### src/rtl/serial_subtractor_controller.sv
// -----------------------------------------------------------------------------
// serial_subtractor_controller
//
// Purpose:
//   Computes diff = (a - b - bin) mod 2^WIDTH one bit per clock, LSB first,
//   using a single mux-based full-subtractor cell. The controller owns the
//   operand shift registers, the borrow flop, the bit counter and the
//   start/busy/done handshake.
//
//   Sequence for an accepted start (edge 0):
//     edge 0         : IDLE  -> LOAD  (operands and bin captured)
//     edge 1         : LOAD  -> SHIFT
//     edges 2..W+1   : SHIFT, one result bit per edge (exactly WIDTH edges)
//     edge W+1       : SHIFT -> DONE  (diff/bout registered on this edge)
//     edge W+2       : DONE  -> IDLE
//   busy is high for WIDTH+1 cycles (LOAD + SHIFT); done pulses for one
//   cycle with busy low.
//
// Parameters:
//   WIDTH : operand/result width, 2..32
//   CNT_W : bit-counter width, derived from WIDTH
//
// Ports:
//   clk    in   clock, rising edge
//   rst_n  in   asynchronous active-low reset
//   start  in   request, sampled only in IDLE
//   a      in   minuend, captured on accepted start
//   b      in   subtrahend, captured on accepted start
//   bin    in   initial borrow-in, captured on accepted start
//   busy   out  operation in progress (LOAD or SHIFT)
//   done   out  one-cycle result-valid pulse
//   diff   out  registered result, held until the next operation's DONE
//   bout   out  registered final borrow-out
//   ovf    out  (only with SERIAL_SUB_OVF_EN) two's-complement overflow
//
// Optional feature macro: SERIAL_SUB_OVF_EN adds the ovf output and two
// flops holding the captured operand MSBs.
// -----------------------------------------------------------------------------
module serial_subtractor_controller #(
  parameter  int WIDTH = 8,
  localparam int CNT_W = $clog2(WIDTH + 1)
) (
  input  logic             clk,
  input  logic             rst_n,
  input  logic             start,
  input  logic [WIDTH-1:0] a,
  input  logic [WIDTH-1:0] b,
  input  logic             bin,
  output logic             busy,
  output logic             done,
  output logic [WIDTH-1:0] diff,
  output logic             bout
`ifdef SERIAL_SUB_OVF_EN
  ,
  output logic             ovf
`endif
);

  // Cell truth tables, indexed by sel = {a_bit, b_bit, borrow_in}.
  localparam logic [7:0] DIFF_TBL = 8'b10010110;
  localparam logic [7:0] BORR_TBL = 8'b10001110;

  typedef enum logic [1:0] {
    ST_IDLE  = 2'd0,
    ST_LOAD  = 2'd1,
    ST_SHIFT = 2'd2,
    ST_DONE  = 2'd3
  } state_t;

  state_t             state_q, state_d;
  logic [WIDTH-1:0]   a_sr_q, a_sr_d;
  logic [WIDTH-1:0]   b_sr_q, b_sr_d;
  // Holds the WIDTH-1 most recent result bits; the final bit is merged in
  // directly when the result register is loaded.
  logic [WIDTH-2:0]   d_sr_q, d_sr_d;
  logic               borrow_q, borrow_d;
  logic [CNT_W-1:0]   cnt_q, cnt_d;
  logic [WIDTH-1:0]   diff_q, diff_d;
  logic               bout_q, bout_d;

`ifdef SERIAL_SUB_OVF_EN
  logic               a_msb_q, a_msb_d;
  logic               b_msb_q, b_msb_d;
  logic               ovf_q, ovf_d;
`endif

  // ---------------------------------------------------------------------------
  // Full-subtractor cell: two 8:1 muxes built as one-hot AND-OR trees.
  // ---------------------------------------------------------------------------
  logic [2:0] sel;
  logic [7:0] sel_hot;
  logic [7:0] d_terms;
  logic [7:0] b_terms;
  logic       d_bit;
  logic       b_bit;

  assign sel = {a_sr_q[0], b_sr_q[0], borrow_q};

  for (genvar gi = 0; gi < 8; gi++) begin : g_cell_mux
    assign sel_hot[gi] = (sel == 3'(gi));
    assign d_terms[gi] = DIFF_TBL[gi] & sel_hot[gi];
    assign b_terms[gi] = BORR_TBL[gi] & sel_hot[gi];
  end

  assign d_bit = |d_terms;
  assign b_bit = |b_terms;

  // Complete result including the bit produced on this edge.
  logic [WIDTH-1:0] diff_full;
  assign diff_full = {d_bit, d_sr_q};

  logic last_bit;
  assign last_bit = (cnt_q == CNT_W'(WIDTH - 1));

  // ---------------------------------------------------------------------------
  // Next-state / datapath logic
  // ---------------------------------------------------------------------------
  always_comb begin
    state_d  = state_q;
    a_sr_d   = a_sr_q;
    b_sr_d   = b_sr_q;
    d_sr_d   = d_sr_q;
    borrow_d = borrow_q;
    cnt_d    = cnt_q;
    diff_d   = diff_q;
    bout_d   = bout_q;
`ifdef SERIAL_SUB_OVF_EN
    a_msb_d  = a_msb_q;
    b_msb_d  = b_msb_q;
    ovf_d    = ovf_q;
`endif

    unique case (state_q)
      ST_IDLE: begin
        if (start) begin
          a_sr_d   = a;
          b_sr_d   = b;
          borrow_d = bin;
          d_sr_d   = '0;
          cnt_d    = '0;
`ifdef SERIAL_SUB_OVF_EN
          a_msb_d  = a[WIDTH-1];
          b_msb_d  = b[WIDTH-1];
`endif
          state_d  = ST_LOAD;
        end
      end

      ST_LOAD: begin
        state_d = ST_SHIFT;
      end

      ST_SHIFT: begin
        d_sr_d   = diff_full[WIDTH-1:1];
        borrow_d = b_bit;
        a_sr_d   = a_sr_q >> 1;
        b_sr_d   = b_sr_q >> 1;
        cnt_d    = cnt_q + CNT_W'(1);
        if (last_bit) begin
          // Load the result registers on the final shift edge so that diff,
          // bout (and ovf) are already valid during the done cycle.
          diff_d  = diff_full;
          bout_d  = b_bit;
`ifdef SERIAL_SUB_OVF_EN
          ovf_d   = (a_msb_q != b_msb_q) && (d_bit != a_msb_q);
`endif
          state_d = ST_DONE;
        end
      end

      ST_DONE: begin
        // A start here is deliberately not accepted.
        state_d = ST_IDLE;
      end

      default: begin
        state_d = ST_IDLE;
      end
    endcase
  end

  // ---------------------------------------------------------------------------
  // State registers
  // ---------------------------------------------------------------------------
  always_ff @(posedge clk or negedge rst_n) begin
    if (!rst_n) begin
      state_q  <= ST_IDLE;
      a_sr_q   <= '0;
      b_sr_q   <= '0;
      d_sr_q   <= '0;
      borrow_q <= 1'b0;
      cnt_q    <= '0;
      diff_q   <= '0;
      bout_q   <= 1'b0;
`ifdef SERIAL_SUB_OVF_EN
      a_msb_q  <= 1'b0;
      b_msb_q  <= 1'b0;
      ovf_q    <= 1'b0;
`endif
    end else begin
      state_q  <= state_d;
      a_sr_q   <= a_sr_d;
      b_sr_q   <= b_sr_d;
      d_sr_q   <= d_sr_d;
      borrow_q <= borrow_d;
      cnt_q    <= cnt_d;
      diff_q   <= diff_d;
      bout_q   <= bout_d;
`ifdef SERIAL_SUB_OVF_EN
      a_msb_q  <= a_msb_d;
      b_msb_q  <= b_msb_d;
      ovf_q    <= ovf_d;
`endif
    end
  end

  // ---------------------------------------------------------------------------
  // Outputs
  // ---------------------------------------------------------------------------
  assign busy = (state_q == ST_LOAD) || (state_q == ST_SHIFT);
  assign done = (state_q == ST_DONE);
  assign diff = diff_q;
  assign bout = bout_q;
`ifdef SERIAL_SUB_OVF_EN
  assign ovf  = ovf_q;
`endif

endmodule
### config.mk
export PLATFORM = sky130hd
export DESIGN_NAME = serial_subtractor_controller
export DESIGN_NICKNAME = d
export VERILOG_FILES = /design/src/rtl/serial_subtractor_controller.sv
export SDC_FILE = /design/constraint.sdc
export NUM_CORES = 1
export LEC_CHECK = 0
export ABC_AREA = 1
export CAP_MARGIN = 40
export CORE_MARGIN = 2
export CORE_UTILIZATION = 50
export DETAILED_ROUTE_END_ITERATION = 6
export PLACE_DENSITY = 0.76
export SYNTH_ARGS = -nofsm -noshare
export SYNTH_HDL_FRONTEND = slang
export SYNTH_SLANG_ARGS = --single-unit
### constraint.sdc
create_clock -name clk -period 2.3 [get_ports clk]
set_input_delay 0.46 -clock clk [delete_from_list [all_inputs] [get_ports clk]]
set_output_delay 0.46 -clock clk [all_outputs]
set_load 0.005 [all_outputs]
# [Word-level counts from Yosys, hierarchy flattened]
# Cells that the tools add are included.
[totals] reg_bits=39 in_bits=20 output_inout_bits=11
[classes] n_addsub=1 n_eq_ne=11 n_mux=13 n_reduce_logical=8
[op_table] cell="case mux 8 bit (2 select lines)" count=2
[op_table] cell="2-to-1 mux 8 bit" count=2
[op_table] cell="case mux 7 bit (2 select lines)" count=1
[op_table] cell="case mux 2 bit (4 select lines)" count=1
[op_table] cell="case mux 4 bit (2 select lines)" count=1
[op_table] cell="OR reduction 4 bit" count=2
[op_table] cell="2-to-1 mux 7 bit" count=1
[op_table] cell="equality test 3 x 2 -> 1 bit (second input constant)" count=2
[op_table] cell="equality test 3 bit (second input constant)" count=2
[op_table] cell="AND reduction 2 bit" count=3
[op_table] cell="adder 4 x 1 -> 4 bit (second input constant)" count=1
[op_table] cell="equality test 2 bit (second input constant)" count=2
[op_table] cell="equality test 4 x 3 -> 1 bit (second input constant)" count=1
[op_table] cell="2-to-1 mux 2 bit" count=2
[op_table] cell="2-to-1 mux 4 bit" count=1
[op_table] cell="!= test 2 bit (second input constant)" count=2
[op_table] cell="equality test 3 x 1 -> 1 bit (second input constant)" count=1
[op_table] cell="equality test 2 x 1 -> 1 bit (second input constant)" count=1
[op_table] cell="zero test 2 bit" count=1
[op_table] cell="case mux 1 bit (2 select lines)" count=1
[op_table] cell="nonzero test 2 bit" count=1
[op_table] cell="logical OR 1 bit" count=1
[op_table] cell="2-to-1 mux 1 bit" count=1

# [Depth between registers and ports, before layout]
# Gate-level depths: netlist of the first run.
[depth] word_depth=3 mapped_depth=9 depth_no_buf=7

# [Worst setup path before layout of the first run]
# No wires, ideal clock.
[synth_path] kind="reg2reg" from="register state_q[0]" to="register cnt_q[3]" setup_time_ns=0.119 arrival_time_ns=1.233 required_time_ns=2.181 path_slack_ns=0.948 stages_incl_launch_ff=10 n_path_buf=2 period_less_slack_ns=1.352 cell_sequence="dfrtp_1 -> inv_1 -> ha_1 -> inv_2 -> buf_4 -> o21ai_2 -> buf_4 -> nand3_1 -> nand2_1 -> nor2_1"
[synth_via] elab_chain_len=3 word_cells_on_any_way=6
[synth_rtl] item="start, declared" line_no="70" source="state_t state_q, state_d;"
[synth_rtl] item="start signal, assigned" line_no="201" source="state_q <= state_d;"
[synth_rtl] item="equality test 2 bit or zero test 2 bit (tied branches)" line_no="133" source="unique case (state_q)"
[synth_rtl] item="nonzero test 2 bit (no line) or != test 2 bit (tied branches)"
[synth_rtl] item="AND reduction 2 bit (no line)"
[synth_rtl] item="end signal, assigned" line_no="206" source="cnt_q <= cnt_d;"
[synth_rtl] item="end, declared" line_no="77" source="logic [CNT_W-1:0] cnt_q, cnt_d;"
# Parallel ways exist; a longest one is shown, timed or not.
# A chain may end at the register's enable or synchronous reset.

# [Worst setup path in the final report of the first run]
[layout_path] from="register state_q[1]" to="output busy"
[layout_via] elab_chain_len=2 word_cells_on_any_way=3
[layout_rtl] item="equality test 2 x 1 -> 1 bit or equality test 2 bit (tied branches)" line_no="220" source="assign busy = (state_q == ST_LOAD) || (state_q == ST_SHIFT);"
[layout_rtl] item="logical OR 1 bit (*)" line_no="220"
[layout_rtl] item="end, declared" line_no="49" source="output logic busy,"
# Mark *: on every way between the ends. The rest lies on a longest branch, timed or not.

==> key figures, run 1 <==
Power
  • PD cells: 1171 nW/um2
  • Peak supply drop: 0.6080 mV
  • Leakage: 1.025 nW

Min path
  • Min-delay worst type: in -> async

Place
  • Placed instance area: 2086 um2
  • Detail Placement HPWL: 2188 um
  • RePlAce Congestion: 0.7196
  • Count of buffers from port buffering: 30

Critical path
  • R2R depth: 7
  • Crit Path Class: reg -> out
  • Cells along the critical path: inv_1, ha_1, clkdlybuf4s50_1
  • Largest fanout on the critical path: 4
  • Crit Reg-Reg Startpoint: state_q[0]$_DFFE_PN0P_
  • Arr. time, crit path: 1.63 ns
  • Worst Setup End Kind: output pin
  • Reg2reg end: cnt_q[3]$_DFFE_PN0P_
  • Max stage delay on crit path: 0.51 ns
  • CP required: 1.84 ns
  • Critical path launch point type: register
  • Reg2reg setup slack: 0.48 ns
  • Critical Path Slowest Stage Cell: clkdlybuf4s50_1

Synth
  • Synthesized cell area: 1769 um2
  • Synth Area per Inst: 8.673 um2
  • Dominant cell type by area after synthesis: dfrtp_1
  • Post-synthesis sequential area ratio: 0.5516
  • Gate count of the mapped netlist: 204
  • Synth top area cells: dfrtp_1 55%, nand2_1 15%, nand3_1 7.1%
  • Synth top area share: 0.5516
  • Syn_nets: 228
  • Yosys cell types: 19
  • Synthesis Warnings: 0
  • Flops & latches, synth: 39

Drt
  • DRC Markers: 0
  • DRT iter0 DRCs: 51
  • ANT nets after route: 0
  • Wire length per cell: 11.12 um
  • Vias: 1,363
  • Drt first pass iters: 4
  • Routed Wire Length: 3136 um
  • DR vias/cell: 4.833

Layout
  • Synth-to-layout area growth: 22.35%
  • Ant diodes: 0
  • Fillers: 329
  • Multi-input gate area: 669.4 um2
  • Design Area, Final: 2165 um2
  • Most common cell after layout, fill and taps aside: nand2_1
  • Fin nets: 259
  • Register area: 975.9 um2
  • Most frequent cells in the layout: 72 x nand2_1, 39 x dfrtp_1, 29 x clkdlybuf4s50_1, 25 x nand3_1, 11 x inv_1
  • Layout cells sized above 1: 0.07627

CTS
  • Clk_lat worst skew: 0.34 ns
  • Clk buf depth: 2
  • CTS tree: yes
  • Total CTS buffers: 5
  • Num Clock Sinks: 39
  • Worst-path clk slew: 0.11 ns
  • Post-cts sizing count: 0
  • CTS root buffer: clkbuf_4
  • H-tree depth: 2

Die
  • Core footprint: 3363 um2
  • Initial Utilization: 0.5260
  • Die ar.: 4030 um2
  • Die width: 63.49 um
  • Die Height: 63.49 um
  • Cell Rows: 21
  • Io pins: 31

STA
  • FMAX: 478.9 MHz
  • Rel. slew slack: 0.5203
  • RSZ-0062 raised after global routing: no
  • TNS Setup: 0 ns
  • Final Slew Violations: 0
  • Clk_skew: 0.001963 ns
  • Minimum clock period: 2.088 ns
  • Final Hold Fails: 0
  • Tcrit/Tclk final: 0.9079
  • Final setup violation count: 0
  • Worst-Margin Slew: 0.7195 ns

Global routing
  • Initial antenna violation count: 0
  • First-pass GRT wire length: 5699 um
  • Gr usage total: 0.1830
  • Vias in the first global route: 1,309
  • Largest net degree at the start of global routing: 38
  • Gr ovfl total: 0

Job
  • Max-Cap Viols: 0

Outcome
  • Outcome: finished, final reports clean
[what timing repair did]
item | 4_1_cts | 5_1_grt
buffers inserted | 0 | 0
hold buffers | 1 | 0
endpoints found under the hold margin | 2 | 0
[per-stage QoR]
| stage | utilization | total power [mW] | hold WS [ns] | setup WS [ns] | instances |
|---|---|---|---|---|---|
| final | 0.6436 | 2.534 | 0.4395 | 0.2119 | 282 |
| after floorplan | - | 1.922 | 0.1644 | 0.9481 | 204 |
| after detailed placement | 0.6202 | 2.177 | 0.2689 | 0.4731 | 273 |
| after CTS | 0.6436 | 2.578 | 0.4186 | 0.1830 | 282 |
| after global placement | 0.6142 | 2.136 | 0.4547 | 0.5393 | 272 |
| after global routing | 0.6436 | 2.793 | 0.4112 | 0.1095 | 282 |
[routing by layer]
metal / part of all wire / track usage / vias to the layer above
li1: - / - / 724
met1: 0.47 / 0.2240 / 605
met2: 0.47 / 0.3026 / 28
met3: 0.041 / 0.06429 / 6
met4: 0.015 / 0.05707 / 0
met5: 0 / 0 / -
[kinds of logic after synthesis]
family | count (synthesis) | share of synthesized area
buffers and inverters | 24 | 0.07001
flip-flops | 39 | 0.5516
AND/OR/NAND/NOR | 105 | 0.2447
adder cells (fa/ha/maj) | 4 | 0.02829
AO/OA/AOI/OAI | 32 | 0.1054
[power breakdown]
group / total [mW] / internal, mW / switching (mW) / leakage, nW
registers: 1.07 / 0.936 / 0.137 / 0.512
clock network: 0.394 / 0.180 / 0.214 / 0.0386
logic: 1.07 / 0.419 / 0.649 / 0.474
[cells in the mapped netlist]
cell and n:
nand2_2 2, o21ai_1 6, buf_2 3, nor2_1 5, ha_1 4, o21ai_0 10, nor2_2 1, buf_4 4
o22ai_1 4, clkbuf_1 1, nand2_1 72, a21oi_1 4, inv_1 11, a21boi_0 7, inv_2 3, nand3_1 25
o21ai_2 1, dfrtp_1 39, buf_6 2
[worst max path at each step]
stage                           start              endpoint  slack (ns)  cells past startpoint
3_5_place_dp   state_q[0]$_DFFE_PN0P_  cnt_q[3]$_DFFE_PN0P_        0.47                      7
3_3_place_gp   state_q[0]$_DFFE_PN0P_  cnt_q[3]$_DFFE_PN0P_        0.54                      7
6_report       state_q[1]$_DFFE_PN0P_                  busy        0.21                      3
5_1_grt        state_q[1]$_DFFE_PN0P_                  busy        0.11                      3
4_1_cts        state_q[1]$_DFFE_PN0P_                  busy        0.18                      3
2_1_floorplan  state_q[0]$_DFFE_PN0P_  cnt_q[3]$_DFFE_PN0P_        0.95                      9
[registers in the layout, indices dropped and copies added, names as in the netlist]
signal	flops
a_sr_q	8
b_sr_q	8
diff	8
d_sr_q	7
cnt_q	4
state_q	2
borrow_q	1
bout	1
[final cells by class]
class | instances | area share
well taps | 46 | 0.02659
clock buffers | 8 | 0.03179
repair buffers | 34 | 0.1572
flip-flops and latches | 39 | 0.4509
inverters | 14 | 0.02428
multi-input cells | 141 | 0.3092
[critical path: cells and delay by family, from the launching register on]
| family | cells | cell delay, ns |
|---|---|---|
| buf+inv | 2 | 0.57 |
| fa+ha+maj | 1 | 0.30 |
| flops | 1 | 0.42 |
(Power assumes the default switching activity.)
==> run 2: changes to the inputs <==
GPL_TIMING_DRIVEN = 1   (was default)
==> results of run 2 <==
Final layout, timing and power as in run 1 (identical DEF).
